`src/rtl/list_sum_pkg.sv`:
```
// Shared constants for the linked-list summation engine: FSM state encoding,
// node layout offsets and the list terminator address.
package list_sum_pkg;

  localparam logic [2:0] S_IDLE      = 3'd0;
  localparam logic [2:0] S_FETCH_VAL = 3'd1;
  localparam logic [2:0] S_FETCH_PTR = 3'd2;
  localparam logic [2:0] S_LINK      = 3'd3;
  localparam logic [2:0] S_DONE      = 3'd4;

  // A node occupies two consecutive words: value first, then next-pointer.
  localparam int VAL_OFS  = 0;
  localparam int PTR_OFS  = 1;
  localparam int NIL_ADDR = 0;

endpackage

```
`src/rtl/list_sum_acc.sv`:
```
// Sum accumulator with synchronous clear, add enable, wrap or saturate mode
// and a sticky carry-out flag.
module list_sum_acc #(
  parameter int DATA_W = 32,
  parameter int SAT_EN = 0
) (
  input  logic              clk,
  input  logic              rst,
  input  logic              clear,
  input  logic              add_en,
  input  logic [DATA_W-1:0] value,
  output logic [DATA_W-1:0] sum,
  output logic              overflow
);

  logic [DATA_W:0] total;

  assign total = {1'b0, sum} + {1'b0, value};

  // Once saturated the sum is all-ones, so any further non-zero add carries
  // again and adding zero leaves it unchanged: saturation holds by itself.
  always_ff @(posedge clk) begin
    if (rst) begin
      sum      <= '0;
      overflow <= 1'b0;
    end else if (clear) begin
      sum      <= '0;
      overflow <= 1'b0;
    end else if (add_en) begin
      // NOTE: state is updated with non-blocking assignments so every register
      // samples values from before this edge, independent of statement order.
      overflow <= overflow | total[DATA_W];
      if ((SAT_EN != 0) && total[DATA_W]) sum <= '1;
      else                                sum <= total[DATA_W-1:0];
    end
  end

endmodule

```
`src/rtl/list_sum_engine.sv`:
```
// Walks a singly linked list in synchronous-read memory and reports the sum of
// node values, the node count and overflow / traversal-limit flags.
module list_sum_engine
  import list_sum_pkg::*;
#(
  parameter int DATA_W    = 32,
  parameter int ADDR_W    = 8,
  parameter int MAX_NODES = 255,
  parameter int SAT_EN    = 0
) (
  input  logic              clk,
  input  logic              rst,
  input  logic              start,
  input  logic [ADDR_W-1:0] head_addr,
  output logic              busy,
  output logic              done,
  output logic [DATA_W-1:0] sum_out,
  output logic [ADDR_W:0]   node_cnt,
  output logic              overflow,
  output logic              err_limit,
  output logic [ADDR_W-1:0] mem_addr,
  output logic              mem_rd,
  input  logic [DATA_W-1:0] mem_rdata
);

  logic [2:0]        state;
  logic [ADDR_W-1:0] cur;
  logic [ADDR_W-1:0] ptr;
  logic              accept;

  assign ptr    = mem_rdata[ADDR_W-1:0];
  assign accept = (state == S_IDLE) && start;

  list_sum_acc #(
    .DATA_W (DATA_W),
    .SAT_EN (SAT_EN)
  ) u_acc (
    .clk      (clk),
    .rst      (rst),
    .clear    (accept),
    .add_en   (state == S_FETCH_PTR),
    .value    (mem_rdata),
    .sum      (sum_out),
    .overflow (overflow)
  );

  always_ff @(posedge clk) begin
    if (rst) begin
      state     <= S_IDLE;
      cur       <= '0;
      node_cnt  <= '0;
      err_limit <= 1'b0;
    end else begin
      case (state)
        S_IDLE: begin
          if (start) begin
            cur       <= head_addr;
            node_cnt  <= '0;
            err_limit <= 1'b0;
            state     <= (head_addr == ADDR_W'(NIL_ADDR)) ? S_DONE : S_FETCH_VAL;
          end
        end
        S_FETCH_VAL: state <= S_FETCH_PTR;
        S_FETCH_PTR: begin
          node_cnt <= node_cnt + 1'b1;
          state    <= S_LINK;
        end
        S_LINK: begin
          // node_cnt already includes the node whose pointer is on mem_rdata.
          if (ptr == ADDR_W'(NIL_ADDR)) begin
            state <= S_DONE;
          end else if (node_cnt == (ADDR_W+1)'(MAX_NODES)) begin
            err_limit <= 1'b1;
            state     <= S_DONE;
          end else begin
            cur   <= ptr;
            state <= S_FETCH_VAL;
          end
        end
        S_DONE:  state <= S_IDLE;
        default: state <= S_IDLE;
      endcase
    end
  end

  // NOTE: every output gets a default before the case so no latch is inferred.
  always_comb begin
    busy     = 1'b0;
    done     = 1'b0;
    mem_rd   = 1'b0;
    mem_addr = '0;
    case (state)
      S_FETCH_VAL: begin
        busy     = 1'b1;
        mem_rd   = 1'b1;
        mem_addr = cur + ADDR_W'(VAL_OFS);
      end
      S_FETCH_PTR: begin
        busy     = 1'b1;
        mem_rd   = 1'b1;
        mem_addr = cur + ADDR_W'(PTR_OFS);
      end
      S_LINK:  busy = 1'b1;
      S_DONE:  done = 1'b1;
      default: ;
    endcase
  end

endmodule

```
`config.mk`:
```
export PLATFORM = sky130hd
export DESIGN_NAME = list_sum_engine
export DESIGN_NICKNAME = d
export VERILOG_FILES = /design/src/rtl/list_sum_pkg.sv /design/src/rtl/list_sum_acc.sv /design/src/rtl/list_sum_engine.sv
export SDC_FILE = /design/constraint.sdc
export NUM_CORES = 1
export LEC_CHECK = 0
export ABC_AREA = 1
export CAP_MARGIN = 25
export CORE_ASPECT_RATIO = 0.75
export CORE_MARGIN = 2
export CORE_UTILIZATION = 40
export DETAILED_ROUTE_END_ITERATION = 16
export DONT_BUFFER_PORTS = 1
export PLACE_DENSITY = 0.63
export SYNTH_ARGS = -nofsm -noshare
export SYNTH_HDL_FRONTEND = slang
export SYNTH_SLANG_ARGS = --single-unit
```
`constraint.sdc`:
```
create_clock -name clk -period 3 [get_ports clk]
set_clock_uncertainty 0.2 [all_clocks]
set_input_delay 0.3 -clock clk [delete_from_list [all_inputs] [get_ports clk]]
set_output_delay 0.3 -clock clk [all_outputs]
set_load 0.01 [all_outputs]
```
# After elaboration in Yosys (flattened, before gate mapping)
# Cells that the tools add are included.
[totals]
reg_bits = 54
input_bits = 43
out_inout_bits = 54
word_cells = 50
[classes]
addsub = 3
eq_ne = 9
muxes = 19
bitwise_logic = 1
n_reduce_logical = 12
[op_table]
columns = ["cell", "count"]
rows = [
  ["adder 32 x 32 -> 33 bit", 1],
  ["one-hot mux 8 bit (2 select lines)", 2],
  ["2-to-1 mux 8 bit", 3],
  ["one-hot mux 9 bit (2 select lines)", 1],
  ["logical NOT 8 bit", 2],
  ["2-to-1 mux 3 bit", 4],
  ["one-hot mux 3 bit (4 select lines)", 1],
  ["adder 9 x 1 -> 9 bit (second input constant)", 1],
  ["equality test 9 x 8 -> 1 bit (second input constant)", 1],
  ["2-to-1 mux 9 bit", 1],
  ["adder 8 x 1 -> 8 bit (second input constant)", 1],
  ["inequality test 2 bit (second input constant)", 4],
  ["AND reduction 4 bit", 2],
  ["equality test 3 x 2 -> 1 bit (second input constant)", 2],
  ["2-to-1 mux 1 bit", 6],
  ["nonzero test 2 bit", 2],
  ["OR reduction 2 bit", 2],
  ["equality test 3 x 1 -> 1 bit (second input constant)", 1],
  ["equality test 3 bit (second input constant)", 1],
  ["logical NOT 3 bit", 1],
  ["OR reduction 3 bit", 1],
  ["one-hot mux 1 bit (2 select lines)", 1],
  ["AND reduction 2 bit", 1],
  ["logical AND 1 bit", 1],
  ["bitwise OR 1 bit", 1],
]

# Depth between registers and ports, before layout
# Gate-level depths: netlist of the first run.
[logic_depth]
depth_word = 4
depth_mapped = 15
depth_no_buf = 15

# By module
# Synthesis of the first run repeated with hierarchy kept, for this count alone.
[unflattened]
cells_unflattened = 918
hier_area_um2 = 5093.6
[modules_own_cells]
columns = ["module", "n_inst", "cells_each", "area_per_inst_um2", "seq_area_each_um2"]
rows = [
  ["list_sum_acc", 1, 687, 3727.3, 660.6],
  ["list_sum_engine", 1, 231, 1366.3, 420.4],
]

# Least setup slack after synthesis of the first run
# Ideal clock, no wire load.
[synth_path]
kind = "flip-flop to flip-flop"
from = "register node_cnt[0]"
to = "register cur[5]"
setup_ps = 66
arrival_ps = 1879
setup_slack_ps = 855
path_stages_with_launch = 12
path_cell_list = "dfxtp_1 -> ha_1 -> inv_1 -> nor3_1 -> nand2_1 -> nor4_1 -> ha_1 -> nor3_4 -> nor2_2 -> buf_6 -> o21ai_2 -> a21oi_2"
[synth_between]
elab_chain_len = 3
[synth_lines]
columns = ["element", "line_no", "text"]
rows = [
  ["start, declared", "list_sum_engine.sv:18", "output logic [ADDR_W:0] node_cnt,"],
  ["start signal, assigned", "list_sum_engine.sv:65", "node_cnt <= node_cnt + 1'b1;"],
  ["equality test 9 x 8 -> 1 bit", "list_sum_engine.sv:72", "end else if (node_cnt == (ADDR_W+1)'(MAX_NODES)) begin"],
  ["inequality test 2 bit (no line)", "n/a", ""],
  ["AND reduction 4 bit (no line)", "n/a", ""],
  ["end signal, assigned", "list_sum_engine.sv:57", "cur <= head_addr;"],
  ["end signal, assigned", "list_sum_engine.sv:76", "cur <= ptr;"],
  ["end, declared", "list_sum_engine.sv:27", "logic [ADDR_W-1:0] cur;"],
]
# Every way passes these cells.
# A chain may end at the register's enable or synchronous reset.

# Worst setup path in the final report of the first run
[layout_path]
from = "register node_cnt[1]"
to = "register cur[4]"
# The elaborated chain is that of the path after synthesis.

==> results of run 1 <==
==> layout by cell type, fill, tap and decap left out, drive strengths merged <==
cell type / Yosys / layout
nand2: 277 / 277
inv: 180 / 180
nor2: 118 / 118
dfxtp: 54 / 54
nand3: 52 / 52
a21oi: 45 / 45
o21ai: 45 / 45
ha: 35 / 35
xor2: 14 / 14
nor3: 8 / 8
nand4: 6 / 6
clkbuf: 4 / 6
buf: 11 / 5
nor4: 4 / 4
o21bai: 4 / 4
o22ai: 3 / 3
o32ai: 2 / 2
a211oi: 2 / 2
or2: 2 / 2
a221oi: 2 / 2
and2: 1 / 1
o21a: 1 / 1
a21o: 1 / 1
nand3b: 1 / 1
fa: 1 / 1
clkinvlp: 0 / 1
bufinv: 0 / 1
dlygate4sd3: 0 / 1
==> Yosys cell counts (5+ instances only) <==
master | instances | area (sq um)
a21oi_1 | 43 | 215
nand4_1 | 6 | 37.5
dfxtp_1 | 54 | 1080
nand3_1 | 50 | 250
xor2_1 | 14 | 123
buf_2 | 5 | 25.0
inv_1 | 177 | 664
nor2_1 | 112 | 420
nand2_1 | 274 | 1030
nor2_2 | 5 | 31.3
ha_1 | 35 | 438
nor3_1 | 7 | 35.0
o21ai_0 | 37 | 185
buf_6 | 5 | 56.3
o21ai_1 | 6 | 30.0
==> logic make-up after synthesis <==
logic type / Yosys count / synth area share (%)
adder cells (fa/ha/maj): 36 / 9.20
XOR/XNOR: 14 / 2.46
AND/OR/NAND/NOR: 469 / 39.0
AO/OA/AOI/OAI: 105 / 12.0
buffers and inverters: 195 / 15.7
flip-flops: 54 / 21.7
==> state kept, by name, indices dropped and copies added (netlist names) <==
| register | flops |
|---|---|
| cur | 8 |
| u_acc.sum | 32 |
| state | 3 |
| u_acc.overflow | 1 |
| node_cnt | 9 |
| err_limit | 1 |
==> power by group <==
part           total, mW  switching, mW  internal, mW
sequential         0.878         0.0919         0.787
combinational      0.886          0.599         0.286
clock              0.687          0.292         0.396
==> area by class of cell <==
class | count | area [sq um]
Fill cell | 1371 | 6920
Multi-Input combinational cell | 624 | 3120
Sequential cell | 54 | 1080
Inverter | 180 | 676
Tap cell | 166 | 208
Clock buffer | 6 | 129
Timing Repair Buffer | 6 | 47.5
Clock inverter | 2 | 37.5
==> per-layer routing <==
metal / vias up / GRT usage (%)
li1: 2690 / -
met1: 2161 / 30.0
met2: 115 / 31.1
met3: 8 / 5.13
met4: 0 / 3.06
met5: - / 0
==> worst min path at each step <==
stage | end | slack, ns | cells past startpoint
finish | cur[0] | 0.09 | 4
global route | cur[0] | 0.09 | 4
global placement | node_cnt[2] | 0.17 | 1
detailed placement | node_cnt[3] | 0.17 | 1
CTS | cur[0] | 0.07 | 4
floorplan | cur[1] | 0.26 | 2
==> worst max-delay path: stages, from the launching register on <==
cell     delay [ns]
dfxtp_1        0.43
ha_1           0.18
inv_1          0.06
nor3_1         0.28
nand2_1        0.12
nor4_1         0.27
ha_1           0.31
nor3_4         0.07
nor2_2         0.08
buf_4          0.21
o21ai_0        0.09
a21oi_1        0.15
==> metrics by stage <==
step	std cells	cell area, sq um	total power [mW]
floorplan	873	4980	1.59
global placement	1029	5120	1.77
detailed placement	1029	5120	1.77
CTS	1038	5300	2.48
global route	1038	5300	2.65
finish	1038	5300	2.45
==> flow_summary.json, run 1 <==
{
  "status": "finished, final reports clean",
  "cp.required_ns": 3.03,
  "holdWs_ns": 0.0852,
  "ant_nets": 0,
  "yosys_warnings": 0,
  "drt_iter0_markers": 338,
  "clockBufferDepth": 2,
  "end_kind": "register",
  "cts_root_buf": "clkbuf_16",
  "fin_util_pct": 43.3,
  "maxSlewHeadroom_pct": 68.9,
  "diodes": 0,
  "r2r_setup_slack_ns": 0.47,
  "rsz0062_at_grt": "no",
  "fin_crit_sh_pct": 84.2,
  "wl_met2_microns": 5490,
  "layout-drive-gt1-share_pct": 4.13,
  "drt-pass1-iter-count": 5,
  "worstHoldPathType": "in2reg",
  "synth_edf_count": 0,
  "timing.rr.start": "node_cnt[1]",
  "avgViaCountPerCell": 4.79,
  "yosys_register_bits": 54,
  "design.die.area_sq_um": 13400,
  "antenna_found_initial": 0,
  "cts_buffers": 5,
  "worst_slew_pin_slew_ns": 0.465,
  "overflow": 0,
  "synth_area_sq_um": 4980,
  "m1WireLength_microns": 7140,
  "htree_levels": 2,
  "yosys_most_used_dff": "dfxtp_1",
  "worst-path-max-fanout": 15,
  "ctsHoldBuffers": 1,
  "slew_violations": 0,
  "r2r_cells": 11,
  "ctsResizeCount": 0,
  "ios": 97,
  "cap_violations": 0,
  "synth_fp_nets": 952,
  "ys_seq_area_share_pct": 21.7,
  "r2r_end": "cur[4]",
  "finalSetupTns_ns": 0,
  "crit_start": "node_cnt[1]",
  "avgSynthCellArea_sq_um": 5.70,
  "async_flop_share_pct": 0,
  "fmax_mhz": 396,
  "critPathLaunchType": "register",
  "grt_first_pass_wirelength_microns": 22200,
  "critPathArrivalTime_ns": 2.56,
  "p_per_area_nw_per_um2": 463,
  "wirelength_microns": 13600,
  "worstSetupPathType": "reg2reg",
  "vias": 4974,
  "routed.top_layer": "met4",
  "nets": 950,
  "synthCells": 873,
  "io_buffers": 0,
  "finalCriticalPeriod_ns": 2.53,
  "coreArea_sq_um": 12200,
  "start_util_pct": 40.7,
  "setup_ws_ns": 0.475,
  "cts_tree": "built",
  "clock_sinks": 54,
  "grt_max_degree": 35,
  "dp_hpwl_microns": 11000,
  "rows": 35,
  "post-place-ws_ns": 0.497,
  "area_growth_pct": 6.39,
  "gp_congestion": 0.901,
  "die_width_microns": 133,
  "insertion_delay_ns": 0.30,
  "cts_setup_buffers": 0,
  "dr_wl_met3_microns": 930,
  "grt_usage_pct": 20.6,
  "crit_end": "cur[4]",
  "hp-start": "head_addr[0]",
  "wl_per_cell_microns": 13.1,
  "hold_viol": 0,
  "peakVddDrop_mv": 0.234,
  "synth_cell_type_count": 38,
  "setup_violations": 0,
  "grt_pass1_vias": 4503,
  "cellLeakagePower_nw": 3.00,
  "clk_pin_slew_ns": 0.08,
  "drc": 0,
  "die_h_microns": 101
}
No activity file was read; power rests on OpenSTA's default activity.
==> run 2: changes to the inputs <==
Clock period 3 ns to 2.6 ns, I/O delays scaled along.
==> run 2 against run 1 <==
Global-route usage shrank 0.15 points. Flip-flop and latch count unchanged. Combinational power up 17%. Clock-buffer cell count down 1. Via count down 1.6%. Die area stayed put. Largest cell class unchanged. Largest power group unchanged.
==> flow_summary.json, run 2 (synthesis gave the netlist of run 1 again) <==
{
  "cts_buffers": 5,
  "grt_first_pass_wirelength_microns": 22200,
  "wirelength_microns": 13400,
  "cts_tree": "built",
  "drt_iter0_markers": 369,
  "ant_nets": 0,
  "avgViaCountPerCell": 4.69,
  "crit_chain": "ha_1, fa_1, nand3_1, nand3_1, nand3_1, nand3_1, nand3_1, nand2_1, nand2_1, nand3_1, nand2_1, inv_1",
  "start_util_pct": 40.7,
  "final_common_cell": "nand2_1",
  "rsz0062_at_grt": "no",
  "design.die.area_sq_um": 13400,
  "switchingPower_mw": 1.13,
  "power_frac_seq_pct": 36.9,
  "coreArea_sq_um": 12200,
  "finalSetupTns_ns": 0,
  "cellLeakagePower_nw": 3.02,
  "antenna_found_initial": 0,
  "fin_cells": 1044,
  "diodes": 0,
  "r2r_cells": 12,
  "finalCriticalPeriod_ns": 2.32,
  "largest_reg_flops": 32,
  "overflow": 0,
  "fillers": 1381,
  "r2r_setup_slack_ns": 0.28,
  "clock_sinks": 54,
  "cap_violations": 0,
  "rows": 35,
  "r2r_end": "u_acc.sum[20]",
  "hold_end": "cur[0]",
  "hp-start": "head_addr[0]",
  "reg_top3": "u_acc.sum (32), node_cnt (9), cur (8)",
  "insertion_delay_ns": 0.30,
  "dp_hpwl_microns": 11100,
  "worstHoldPathType": "in2reg",
  "die_h_microns": 101,
  "holdWs_ns": 0.0234,
  "cts_root_buf": "clkbuf_16",
  "end_kind": "register",
  "clk_pin_slew_ns": 0.08,
  "final_cell_mix": "274 x nand2_1, 177 x inv_1, 112 x nor2_1",
  "gp_congestion": 0.892,
  "crit_path_frequent_cell": "nand3_1",
  "final_cell_area_sq_um": 5330,
  "nets": 957,
  "slowest_stage": "fa_1",
  "comb_power_share_pct": 38.0,
  "p_per_area_nw_per_um2": 513,
  "status": "finished, final reports clean",
  "wl_per_cell_microns": 12.9,
  "critPathLaunchType": "register",
  "p_sw_share_pct": 41.3,
  "power.share.clock_pct": 25.1,
  "internal_power_mw": 1.60,
  "setup_violations": 0,
  "htree_levels": 2,
  "critPathArrivalTime_ns": 2.32,
  "cts_setup_buffers": 0,
  "critical_path.top_delay_family": "simple AND/OR/NAND/NOR gates",
  "slew_violations": 0,
  "drc": 0,
  "crit_cells": 12,
  "ios": 97,
  "drt-pass1-iter-count": 5,
  "cp.required_ns": 2.60,
  "timing.rr.start": "u_acc.sum[0]",
  "postPlaceCellArea_sq_um": 5170,
  "cpPeakStageDelay_ns": 0.44,
  "layout-drive-gt1-share_pct": 5.01,
  "worstSetupPathType": "reg2reg",
  "io_buffers": 0,
  "hold_viol": 0,
  "maxSlewHeadroom_pct": 70.1,
  "grt_pass1_vias": 4408,
  "vias": 4894,
  "fin_crit_sh_pct": 89.2,
  "fmax_mhz": 431,
  "holdPathStages": 4,
  "placed_cells": 1036,
  "grt_usage_pct": 20.4,
  "worst-path-max-fanout": 5,
  "worst_slew_pin_slew_ns": 0.447,
  "area_growth_pct": 7.04,
  "peakVddDrop_mv": 0.307,
  "crit_buf_inv": 1,
  "grt_max_degree": 35,
  "clockBufferDepth": 2,
  "max_flop_register": "u_acc.sum",
  "die_width_microns": 133
}
==> run 2: cell count changes in the layout (fill, tap and decap cells not counted), sizes merged <==
| cell | previous run | this run |
|---|---|---|
| buf | 5 | 12 |
| bufinv | 1 | 0 |
| clkbuf | 6 | 5 |
| clkinvlp | 1 | 2 |
==> run 2: through the flow <==
step | setup WS, ns | power (mW) | util (%)
after detailed placement | 0.257 | 2.06 | 42.3
final | 0.282 | 2.73 | 43.6
after global routing | 0.0717 | 2.97 | 43.6
after global placement | 0.326 | 2.05 | 42.3
after CTS | 0.245 | 2.75 | 43.6
after floorplan | 0.455 | 1.83 | -
==> run 2: worst max-delay path by stage <==
stage	from	endpoint	slack, ns
after CTS	node_cnt[3]	cur[2]	0.25
final	u_acc.sum[0]	u_acc.sum[20]	0.28
after global placement	u_acc.sum[0]	u_acc.sum[20]	0.33
after global routing	u_acc.sum[0]	u_acc.sum[24]	0.07
after floorplan	node_cnt[0]	cur[5]	0.46
after detailed placement	node_cnt[3]	cur[2]	0.26
==> run 2: what timing repair did <==
item	4_1_cts	5_1_grt
endpoints found under the setup margin	0	4
hold endpoints to repair	9	0
resized for setup	0	1
hold buffers	1	0
==> run 2: tightest hold or removal path: stages <==
cell,delay (ns)
nand2_1,0.03
o21ai_0,0.06
o21ai_1,0.07
nor2_1,0.07
==> run 2: layout make-up <==
cell class                      count  area (sq um)  share of cell area (%)
Timing Repair Buffer               13           100                    1.88
Sequential cell                    54          1080                    20.3
Multi-Input combinational cell    624          3120                    58.6
Clock buffer                        5           125                    2.35
Clock inverter                      2          15.0                   0.282
Inverter                          180           676                    12.7
Tap cell                          166           208                    3.90
==> run 2: per-layer routing <==
layer  GRT usage (%)  wire length [microns]  part of all wire [%]  vias to the layer above
met5               0                      0                     0                        -
met4            2.98                     74                  0.55                        0
met3            5.43                    945                   7.0                        6
met2            28.9                   5160                    38                      103
met1            31.2                   7250                    54                     2086
li1                -                      -                     -                     2699
==> run 2: power groups by stage <==
| stage | combinational [mW] | clock, mW | sequential (mW) |
|---|---|---|---|
| 2_1_floorplan | 0.818 | 0 | 1.01 |
| 3_3_place_gp | 1.03 | 0 | 1.03 |
| 3_5_place_dp | 1.03 | 0 | 1.03 |
| 4_1_cts | 1.04 | 0.702 | 1.01 |
| 5_1_grt | 1.20 | 0.744 | 1.02 |
| 6_report | 1.04 | 0.685 | 1.01 |
